File: config.mk
export PLATFORM = sky130hd
export DESIGN_NAME = uart_tx_arbiter
export DESIGN_NICKNAME = d
export VERILOG_FILES = /design/src/rtl/uart_arb_pkg.sv /design/src/rtl/uart_tx_serializer.sv /design/src/rtl/uart_tx_arbiter.sv
export SDC_FILE = /design/constraint.sdc
export NUM_CORES = 1
export LEC_CHECK = 0
export ABC_AREA = 1
export CAP_MARGIN = 15
export CORE_MARGIN = 4
export CORE_UTILIZATION = 35
export CTS_BUF_LIST = sky130_fd_sc_hd__clkbuf_2
export DETAILED_ROUTE_END_ITERATION = 16
export PLACE_DENSITY = 0.71
export SLEW_MARGIN = 20
export SYNTH_ARGS = -nofsm -noshare
export SYNTH_HDL_FRONTEND = slang
export SYNTH_HIERARCHICAL = 1
export SYNTH_SLANG_ARGS = --single-unit
File: constraint.sdc
create_clock -name io_clk -period 2.3 [get_ports io_clk]
set_clock_uncertainty 0.05 [all_clocks]
set_input_delay 0.575 -clock io_clk [delete_from_list [all_inputs] [get_ports io_clk]]
set_output_delay 0.575 -clock io_clk [all_outputs]
set_load 0.01 [all_outputs]
File: src/rtl/uart_arb_pkg.sv
// Shared types and defaults for the UART transmit arbiter: serializer state
// encoding, default requester count and baud divisor, grant-id width, and the
// round-robin index helper.
package uart_arb_pkg;

  localparam int NREQ_DEFAULT     = 4;
  localparam int BAUD_DIV_DEFAULT = 434;  // 50 MHz / 115200
  localparam int GRANT_W          = 2;    // enough for up to 4 requesters
  localparam int DATA_BITS        = 8;

  typedef enum logic [1:0] {
    IDLE  = 2'd0,
    START = 2'd1,
    DATA  = 2'd2,
    STOP  = 2'd3
  } uart_state_e;

  // Requester index 'offset' positions after 'base', wrapping at n.
  function automatic logic [GRANT_W-1:0] rr_index(input logic [GRANT_W-1:0] base,
                                                  input int offset,
                                                  input int n);
    return GRANT_W'((int'(base) + offset) % n);
  endfunction

endpackage

File: src/rtl/uart_tx_serializer.sv
// 8N1 UART frame serializer: bit-period counter, shift register and
// START/DATA/STOP sequencing. A load pulse in IDLE captures a byte; the line
// drops low on the following cycle and each bit lasts exactly BAUD_DIV cycles.
module uart_tx_serializer
  import uart_arb_pkg::*;
#(
  parameter int BAUD_DIV = BAUD_DIV_DEFAULT
) (
  input  logic       io_clk,
  input  logic       io_rst,
  input  logic       i_load,
  input  logic [7:0] i_data,
  output logic       o_busy,
  output logic       o_tx
);

  localparam int              CNT_W    = (BAUD_DIV > 2) ? $clog2(BAUD_DIV) : 1;
  localparam logic [CNT_W-1:0] CNT_LAST = CNT_W'(BAUD_DIV - 1);

  uart_state_e      r_state;
  uart_state_e      w_next_state;
  logic [CNT_W-1:0] r_bit_cnt;
  logic [2:0]       r_bit_idx;
  logic [7:0]       r_shift;
  logic             w_bit_end;

  // Last cycle of the current bit period.
  assign w_bit_end = (r_state != IDLE) && (r_bit_cnt == CNT_LAST);

  // State register; async reset returns the line to idle immediately.
  always_ff @(posedge io_clk or posedge io_rst) begin
    if (io_rst) begin
      r_state <= IDLE;
    end else begin
      // NOTE: sequential state uses non-blocking assignment so every flop
      // samples pre-edge values regardless of block evaluation order.
      r_state <= w_next_state;
    end
  end

  // Next-state: advance on bit boundaries, leave DATA after the eighth bit.
  always_comb begin
    // NOTE: default assignment first so no path leaves the signal unassigned
    // (otherwise a latch is inferred).
    w_next_state = r_state;
    case (r_state)
      IDLE:    if (i_load) w_next_state = START;
      START:   if (w_bit_end) w_next_state = DATA;
      DATA:    if (w_bit_end && (r_bit_idx == 3'(DATA_BITS - 1))) w_next_state = STOP;
      STOP:    if (w_bit_end) w_next_state = IDLE;
      default: w_next_state = IDLE;
    endcase
  end

  // Bit counter, data-bit index and shift register.
  always_ff @(posedge io_clk or posedge io_rst) begin
    if (io_rst) begin
      r_bit_cnt <= '0;
      r_bit_idx <= '0;
      r_shift   <= '0;
    end else if (r_state == IDLE) begin
      r_bit_cnt <= '0;
      r_bit_idx <= '0;
      if (i_load) r_shift <= i_data;
    end else if (w_bit_end) begin
      r_bit_cnt <= '0;
      if (r_state == DATA) begin
        r_shift   <= {1'b0, r_shift[7:1]};  // LSB first
        r_bit_idx <= r_bit_idx + 3'd1;
      end
    end else begin
      r_bit_cnt <= r_bit_cnt + CNT_W'(1);
    end
  end

  // Line and busy decode from the registered state.
  always_comb begin
    o_busy = (r_state != IDLE);
    o_tx   = 1'b1;
    case (r_state)
      START:   o_tx = 1'b0;
      DATA:    o_tx = r_shift[0];
      default: o_tx = 1'b1;
    endcase
  end

endmodule

File: src/rtl/uart_tx_arbiter.sv
// Round-robin arbiter feeding NREQ byte requesters into one UART transmitter.
// One handshake per frame, taken only while the serializer is idle.
// Optional packet lock: define UART_ARB_LOCK_EN to hold arbitration on one
// requester from a req_last=0 byte until its req_last=1 byte.
module uart_tx_arbiter
  import uart_arb_pkg::*;
#(
  parameter int NREQ     = NREQ_DEFAULT,
  parameter int BAUD_DIV = BAUD_DIV_DEFAULT
) (
  input  logic                io_clk,
  input  logic                io_rst,
  input  logic [NREQ-1:0]     req_valid,
  input  logic [8*NREQ-1:0]   req_data,
  input  logic [NREQ-1:0]     req_last,
  output logic [NREQ-1:0]     req_ready,
  output logic                io_uart_tx,
  output logic                busy,
  output logic [GRANT_W-1:0]  grant_id
);

  logic [GRANT_W-1:0] r_grant_id;
  logic [NREQ-1:0]    w_mask;
  logic [NREQ-1:0]    w_eligible;
  logic               w_found;
  logic [GRANT_W-1:0] w_win_idx;
  logic               w_hs;
  logic               w_busy;
  logic [7:0]         w_win_data;

`ifdef UART_ARB_LOCK_EN
  logic r_lock;

  // Packet lock: a byte without req_last pins arbitration to its requester.
  always_ff @(posedge io_clk or posedge io_rst) begin
    if (io_rst) begin
      r_lock <= 1'b0;
    end else if (w_hs) begin
      r_lock <= ~req_last[w_win_idx];
    end
  end

  assign w_mask = r_lock ? (NREQ'(1) << r_grant_id) : '1;
`else
  logic w_unused_last;
  assign w_unused_last = ^req_last;
  assign w_mask        = '1;
`endif

  assign w_eligible = req_valid & w_mask;

  // Round-robin search starting one past the last grant.
  always_comb begin
    w_found   = 1'b0;
    w_win_idx = r_grant_id;
    for (int k = 1; k <= NREQ; k++) begin
      if (!w_found && w_eligible[rr_index(r_grant_id, k, NREQ)]) begin
        w_found   = 1'b1;
        w_win_idx = rr_index(r_grant_id, k, NREQ);
      end
    end
  end

  assign w_hs       = w_found & ~w_busy & ~io_rst;
  assign req_ready  = w_hs ? (NREQ'(1) << w_win_idx) : '0;
  assign w_win_data = req_data[8*int'(w_win_idx) +: 8];

  // Grant register; reset to the last requester so requester 0 wins first.
  always_ff @(posedge io_clk or posedge io_rst) begin
    if (io_rst) begin
      r_grant_id <= GRANT_W'(NREQ - 1);
    end else if (w_hs) begin
      r_grant_id <= w_win_idx;
    end
  end

  assign grant_id = r_grant_id;
  assign busy     = w_busy;

  uart_tx_serializer #(
    .BAUD_DIV (BAUD_DIV)
  ) u_serializer (
    .io_clk (io_clk),
    .io_rst (io_rst),
    .i_load (w_hs),
    .i_data (w_win_data),
    .o_busy (w_busy),
    .o_tx   (io_uart_tx)
  );

endmodule

Word level (Yosys, flattened, before mapping). Index checks and enable logic that the tools add are counted.

Add/subtract/negate cells: 6. Order comparisons: 4. Equality and inequality tests: 9. Shifts and indexed selects: 2. Muxes and demuxes: 32. Bitwise gates (word level): 4. Reduce and logical (&&, ||, !) cells: 15.

Operator list (count): $mux W8 (4); $shiftx A32 B6 Y8 (1); $mux W9 (2); $mux W2 (8); $lt A2 B3 Y1 const B (4); $add A9 B1 Y9 const B (1); $eq A9 B9 Y1 const B (1); $mux W3 (3); $bmux W1 S2 (4); $mux W1 (8); $pmux W2 S4 (1); $ne A2 B1 Y1 const B (3); $reduce_bool A2 Y1 (3); $logic_and A1 B1 Y1 (5); $add A2 B1 Y2 const B (2); $add A2 B2 Y2 const B (2); $eq A2 B2 Y1 const B (2); $mux W4 (1); $reduce_and A4 Y1 (1); $shl A1 B2 Y4 const A (1); $add A3 B1 Y3 const B (1); $eq A3 B3 Y1 const B (1); $logic_not A1 Y1 (3); $reduce_and A3 Y1 (1); 7 further kinds (9).

Flip-flop bits (word level): 24. Input port bits: 42. Output and inout bits: 8. Logic and storage cells: 77.

Depth between registers and ports, before layout.
Word-level depth: 17. Depth in mapped cells: 18.

By module. Netlist, hierarchy kept.

By module, submodules not included: uart_tx_serializer (times used 1, cells an instance 155, area an instance 1231.2 sq um, seq. area each 550.5 sq um); uart_tx_arbiter (times used 1, cells an instance 152, area an instance 872.1 sq um, seq. area each 52.6 sq um).

Worst setup path after synthesis. Ideal clock, no wire load.

Path type: reg2out. From: register r_grant_id[0], in the netlist grant_id[0]. To: output port req_ready[2]. Arrival: 1.692 ns. Path slack: -0.017 ns. Stages on the path, launching flop included: 13. Buffers on the path: 2. Path through: dfstp_2 buf_6 inv_8 nand2_1 nand2_2 nand2_2 nand2_2 inv_4 nand3_2 nand3_1 nand2_2 buf_6 nor2_1.

Word-level cells in the longest chain between the ends: 16. Elaborated cells between the ends (all ways): 30. Classes of those cells: 4 x add/sub; 1 x shift; 17 x mux; 2 x bitwise; 6 x reduce/logical.

RTL lines: start: declaration (line uart_tx_arbiter.sv:22) `logic [GRANT_W-1:0] r_grant_id;`; start signal: assignment (line uart_tx_arbiter.sv:71) `r_grant_id <= GRANT_W'(NREQ - 1);`; start signal: assignment (line uart_tx_arbiter.sv:73) `r_grant_id <= w_win_idx;`; $add A2 B1 Y2 (line uart_arb_pkg.sv:22) `return GRANT_W'((int'(base) + offset) % n);`; $bmux W1 S2 (line uart_tx_arbiter.sv:57) `if (!w_found && w_eligible[rr_index(r_grant_id, k, NREQ)]) begin`; $mux W1 (implied by the code) (line uart_tx_arbiter.sv:57); $mux W1 (line uart_tx_arbiter.sv:57); $logic_not A1 Y1 (line uart_tx_arbiter.sv:57); $logic_and A1 B1 Y1 (line uart_tx_arbiter.sv:57); $mux W1 (line uart_tx_arbiter.sv:57); $logic_not A1 Y1 (line uart_tx_arbiter.sv:57); $logic_and A1 B1 Y1 (line uart_tx_arbiter.sv:57); $mux W1 (line uart_tx_arbiter.sv:57); $logic_not A1 Y1 (line uart_tx_arbiter.sv:57); $logic_and A1 B1 Y1 (line uart_tx_arbiter.sv:57); $mux W1 (line uart_tx_arbiter.sv:57); $and A1 B1 Y1 (2 in series) (line uart_tx_arbiter.sv:64) `assign w_hs = w_found & ~w_busy & ~io_rst;`; $mux W4 (*) (line uart_tx_arbiter.sv:65) `assign req_ready = w_hs ? (NREQ'(1) << w_win_idx) : '0;`; end: declaration (line uart_tx_arbiter.sv:16) `output logic [NREQ-1:0] req_ready,`.

Mark *: on every way between the ends. The rest lies on a longest branch, timed or not. The select of a mux whose other input is x is not followed.

Worst setup path in the final report. Same ends and word-level chain as after synthesis.

==> impl_metrics.py <==
metrics = {
    "status": {
        "outcome": "finished, violations left",
        "failed_checks": "negative setup slack",
    },
    "setup_path": {
        "rr_worst_depth": 15,
        "crit_arrival_ps": 2160,
        "critPathKind": "register to output port",
        "start_kind": "register",
        "crit_chain": "inv_8 > nand2_4 > nand2_4 > nand2_2 > nand2_4 > nand2_4 > nand2_4 > nand2_8 > nand2_4 > inv_2 > nand2_2 > nor2_2 > buf_2",
        "cp_common_cell": "nand2_4",
        "cp_slowest_cell": "dfstp_2",
        "slowest_delay_ps": 750,
        "crit_fanout": 8,
        "required_ps": 1670,
        "end_kind": "output port",
    },
    "yosys": {
        "yosys_warnings": 6,
        "syn_inst": 307,
        "synth.distinct_cells": 31,
        "synth-async-reset-ratio": 1.000,
        "synthFlopType": "dfrtp_1",
        "ys_ff_latch": 24,
        "syn_nets": 358,
        "avgSynthCellArea_um2": 6.851,
        "ys_seq_area_frac": 0.2867,
        "synth_edf_count": 0,
        "syn_area_mm2": 0.002103,
    },
    "sta": {
        "finalCritPeriodShare": 1.209,
        "worstMarginPinSlew_ps": 306.3,
        "grt_setup_unrepaired": "true",
        "relSlewSlack": 0.7942,
        "timing.fmax_mhz": 359.7,
        "fin_crit_ps": 2780,
        "finalSetupViolCount": 4,
        "final.setup.tns_ps": -1840,
        "drv_slew": 0,
        "hold_viol": 0,
        "finalWorstSetupSlack_ps": -480.1,
        "hold_slack_ps": 456.9,
    },
    "pwr": {
        "swShare": 0.5399,
        "irDropWorstVdd_v": 0.0009046,
        "power_frac_comb": 0.820,
        "total_power_w": 0.004764,
        "switchingPower_w": 0.002572,
        "sequentialPowerShare": 0.144,
        "clockPowerShare": 0.036,
        "total_leakage_power_nw": 1.569,
        "p_int_w": 0.002192,
        "pwr_density_cell_mw_per_mm2": 1554,
    },
    "detailed_routing": {
        "m1WireLength_um": 2536,
        "vias": 2250,
        "met2_length_um": 3091,
        "highest_layer": "met4",
        "wirelength_um": 5834,
        "wire_per_inst_um": 12.91,
        "drtPass1Iterations": 4,
        "drt-initial-drc-count": 69,
        "antenna_left": 0,
        "drc": 0,
        "via_per_inst": 4.978,
        "wl_met3_um": 178,
    },
    "clocking": {
        "cts_tree": "built",
        "clock_latency_ps": 350,
        "cts.path.max_buffers": 2,
        "cts_made_buffers": 3,
        "h-tree-depth": 1,
        "clockRootBuffer": "clkbuf_2",
        "hold_buffers": 0,
        "numClockSinks": 24,
        "clkTransAtPathRegs_ps": 230,
    },
    "placement": {
        "dpl.hpwl_um": 4063,
        "place_ws_ps": -792.6,
        "port_buffers": 45,
        "finalWeightedCongestion": 0.8728,
        "placed_area_mm2": 0.002755,
    },
    "final_layout": {
        "final_cell_mix": "107 x nand2_1, 46 x nand3_1, 37 x clkdlybuf4s50_1, 24 x buf_4, 22 x dfrtp_1",
        "nets": 432,
        "final_common_cell": "nand2_1",
        "fill_cells": 556,
        "stdcell_area_mm2": 0.003065,
        "diodes": 0,
        "syn2layout_area_growth_pct": 45.75,
        "drive_gt1_frac": 0.3079,
    },
    "grt": {
        "grtUsageTotal": 0.1489,
        "grt_max_degree": 23,
        "grt_pass1_wl_um": 9163,
        "first_global_vias": 2130,
        "antenna_found_initial": 0,
        "grt_overflow": 0,
    },
    "floorplanning": {
        "rows": 27,
        "initial_core_util": 0.3706,
        "core_mm2": 0.005675,
        "dieHeight_um": 85.52,
        "io-pin-count": 50,
        "chipWidth_um": 85.52,
        "die_area_mm2": 0.007314,
    },
    "min_path": {
        "hold_depth": 2,
        "worst_hold_path_type": "register to register",
    },
    "flow_run": {
        "cap_violations": 0,
    },
}
## power by group through the flow
stage	registers, W	logic [W]	clock network, W
2_1_floorplan	0.000664	0.00237	0
3_3_place_gp	0.000682	0.00314	0
3_5_place_dp	0.000686	0.00321	0
4_1_cts	0.000686	0.00336	0.000180
5_1_grt	0.000705	0.00435	0.000208
6_report	0.000687	0.00391	0.000171
## worst max-delay path: cells and delay by family (launching register included)
family	cells	cell delay, ps
buffers and inverters	3	290
DFF	1	750
and+or+nand+nor	10	770
## cell type report
class                      instances  area, um^2  area share
clock buffer                       3       15.01    0.004898
clock inverter                     1       3.754    0.001224
inverter                          18       87.58     0.02857
multi-input combinational        257        1568      0.5114
sequential                        24       603.1      0.1967
tap                               72       90.09     0.02939
timing repair buffer              77       698.2      0.2278
## what timing repair did
action / 4_1_cts / 5_1_grt
pin swaps: 18 / 21
resized for setup: 43 / 48
buffers inserted: 2 / 3
endpoints found under the setup margin: 8 / 17
gates cloned: 0 / 2
## cells by family after synthesis
family	synth area share
AND/OR/NAND/NOR	0.5568
flip-flops	0.2867
AO/OA/AOI/OAI	0.01190
buffers and inverters	0.08269
XOR/XNOR	0.008330
adder cells (fa/ha/maj)	0.05354
## metrics by stage
| stage | utilization | instances |
|---|---|---|
| floorplan | - | 307 |
| global placement | 0.4855 | 441 |
| detailed placement | 0.4855 | 441 |
| CTS | 0.5022 | 447 |
| global route | 0.5401 | 452 |
| finish | 0.5401 | 452 |
## synth_stat cells, types with 2 or more instances
cell	instances	area [um^2]
nand2_2	14	87.58
buf_6	6	67.56
nor3_1	3	15.01
clkinv_1	2	7.510
nand2_1	127	476.7
dfrtp_1	22	550.5
inv_1	11	41.29
nor3b_1	2	15.01
dfstp_2	2	52.55
nand3_4	2	35.03
o21ai_0	2	10.01
inv_2	3	11.26
ha_1	9	112.6
buf_2	2	10.01
a21oi_1	2	10.01
nand3_1	50	250.2
nand3_2	13	130.1
or2_2	2	12.51
nand2_4	3	33.78
nor2_1	19	71.32
## registers in the layout, indices dropped and copies added (netlist names)
register	flops
u_serializer/r_bit_cnt	9
u_serializer/r_state	2
u_serializer/r_shift	8
grant_id	2
u_serializer/r_bit_idx	3
## routing by layer
layer	vias up	track usage
li1	1132	-
met1	1076	0.1841
met2	38	0.2726
met3	4	0.02594
met4	0	0.02446
met5	-	0
## final timing paths
check                                         from                         to  slack, ps
setup / recovery                       grant_id[0]               req_ready[2]       -480
setup reg to reg                       grant_id[0]    u_serializer/r_state[0]         20
min in group asynchronous                   io_rst                grant_id[0]        610
hold reg to reg            u_serializer/r_shift[5]    u_serializer/r_shift[5]        460
max in group asynchronous                   io_rst  u_serializer/r_bit_cnt[8]       1350
hold / removal             u_serializer/r_shift[5]    u_serializer/r_shift[5]        460
(Power assumes the default switching activity.)
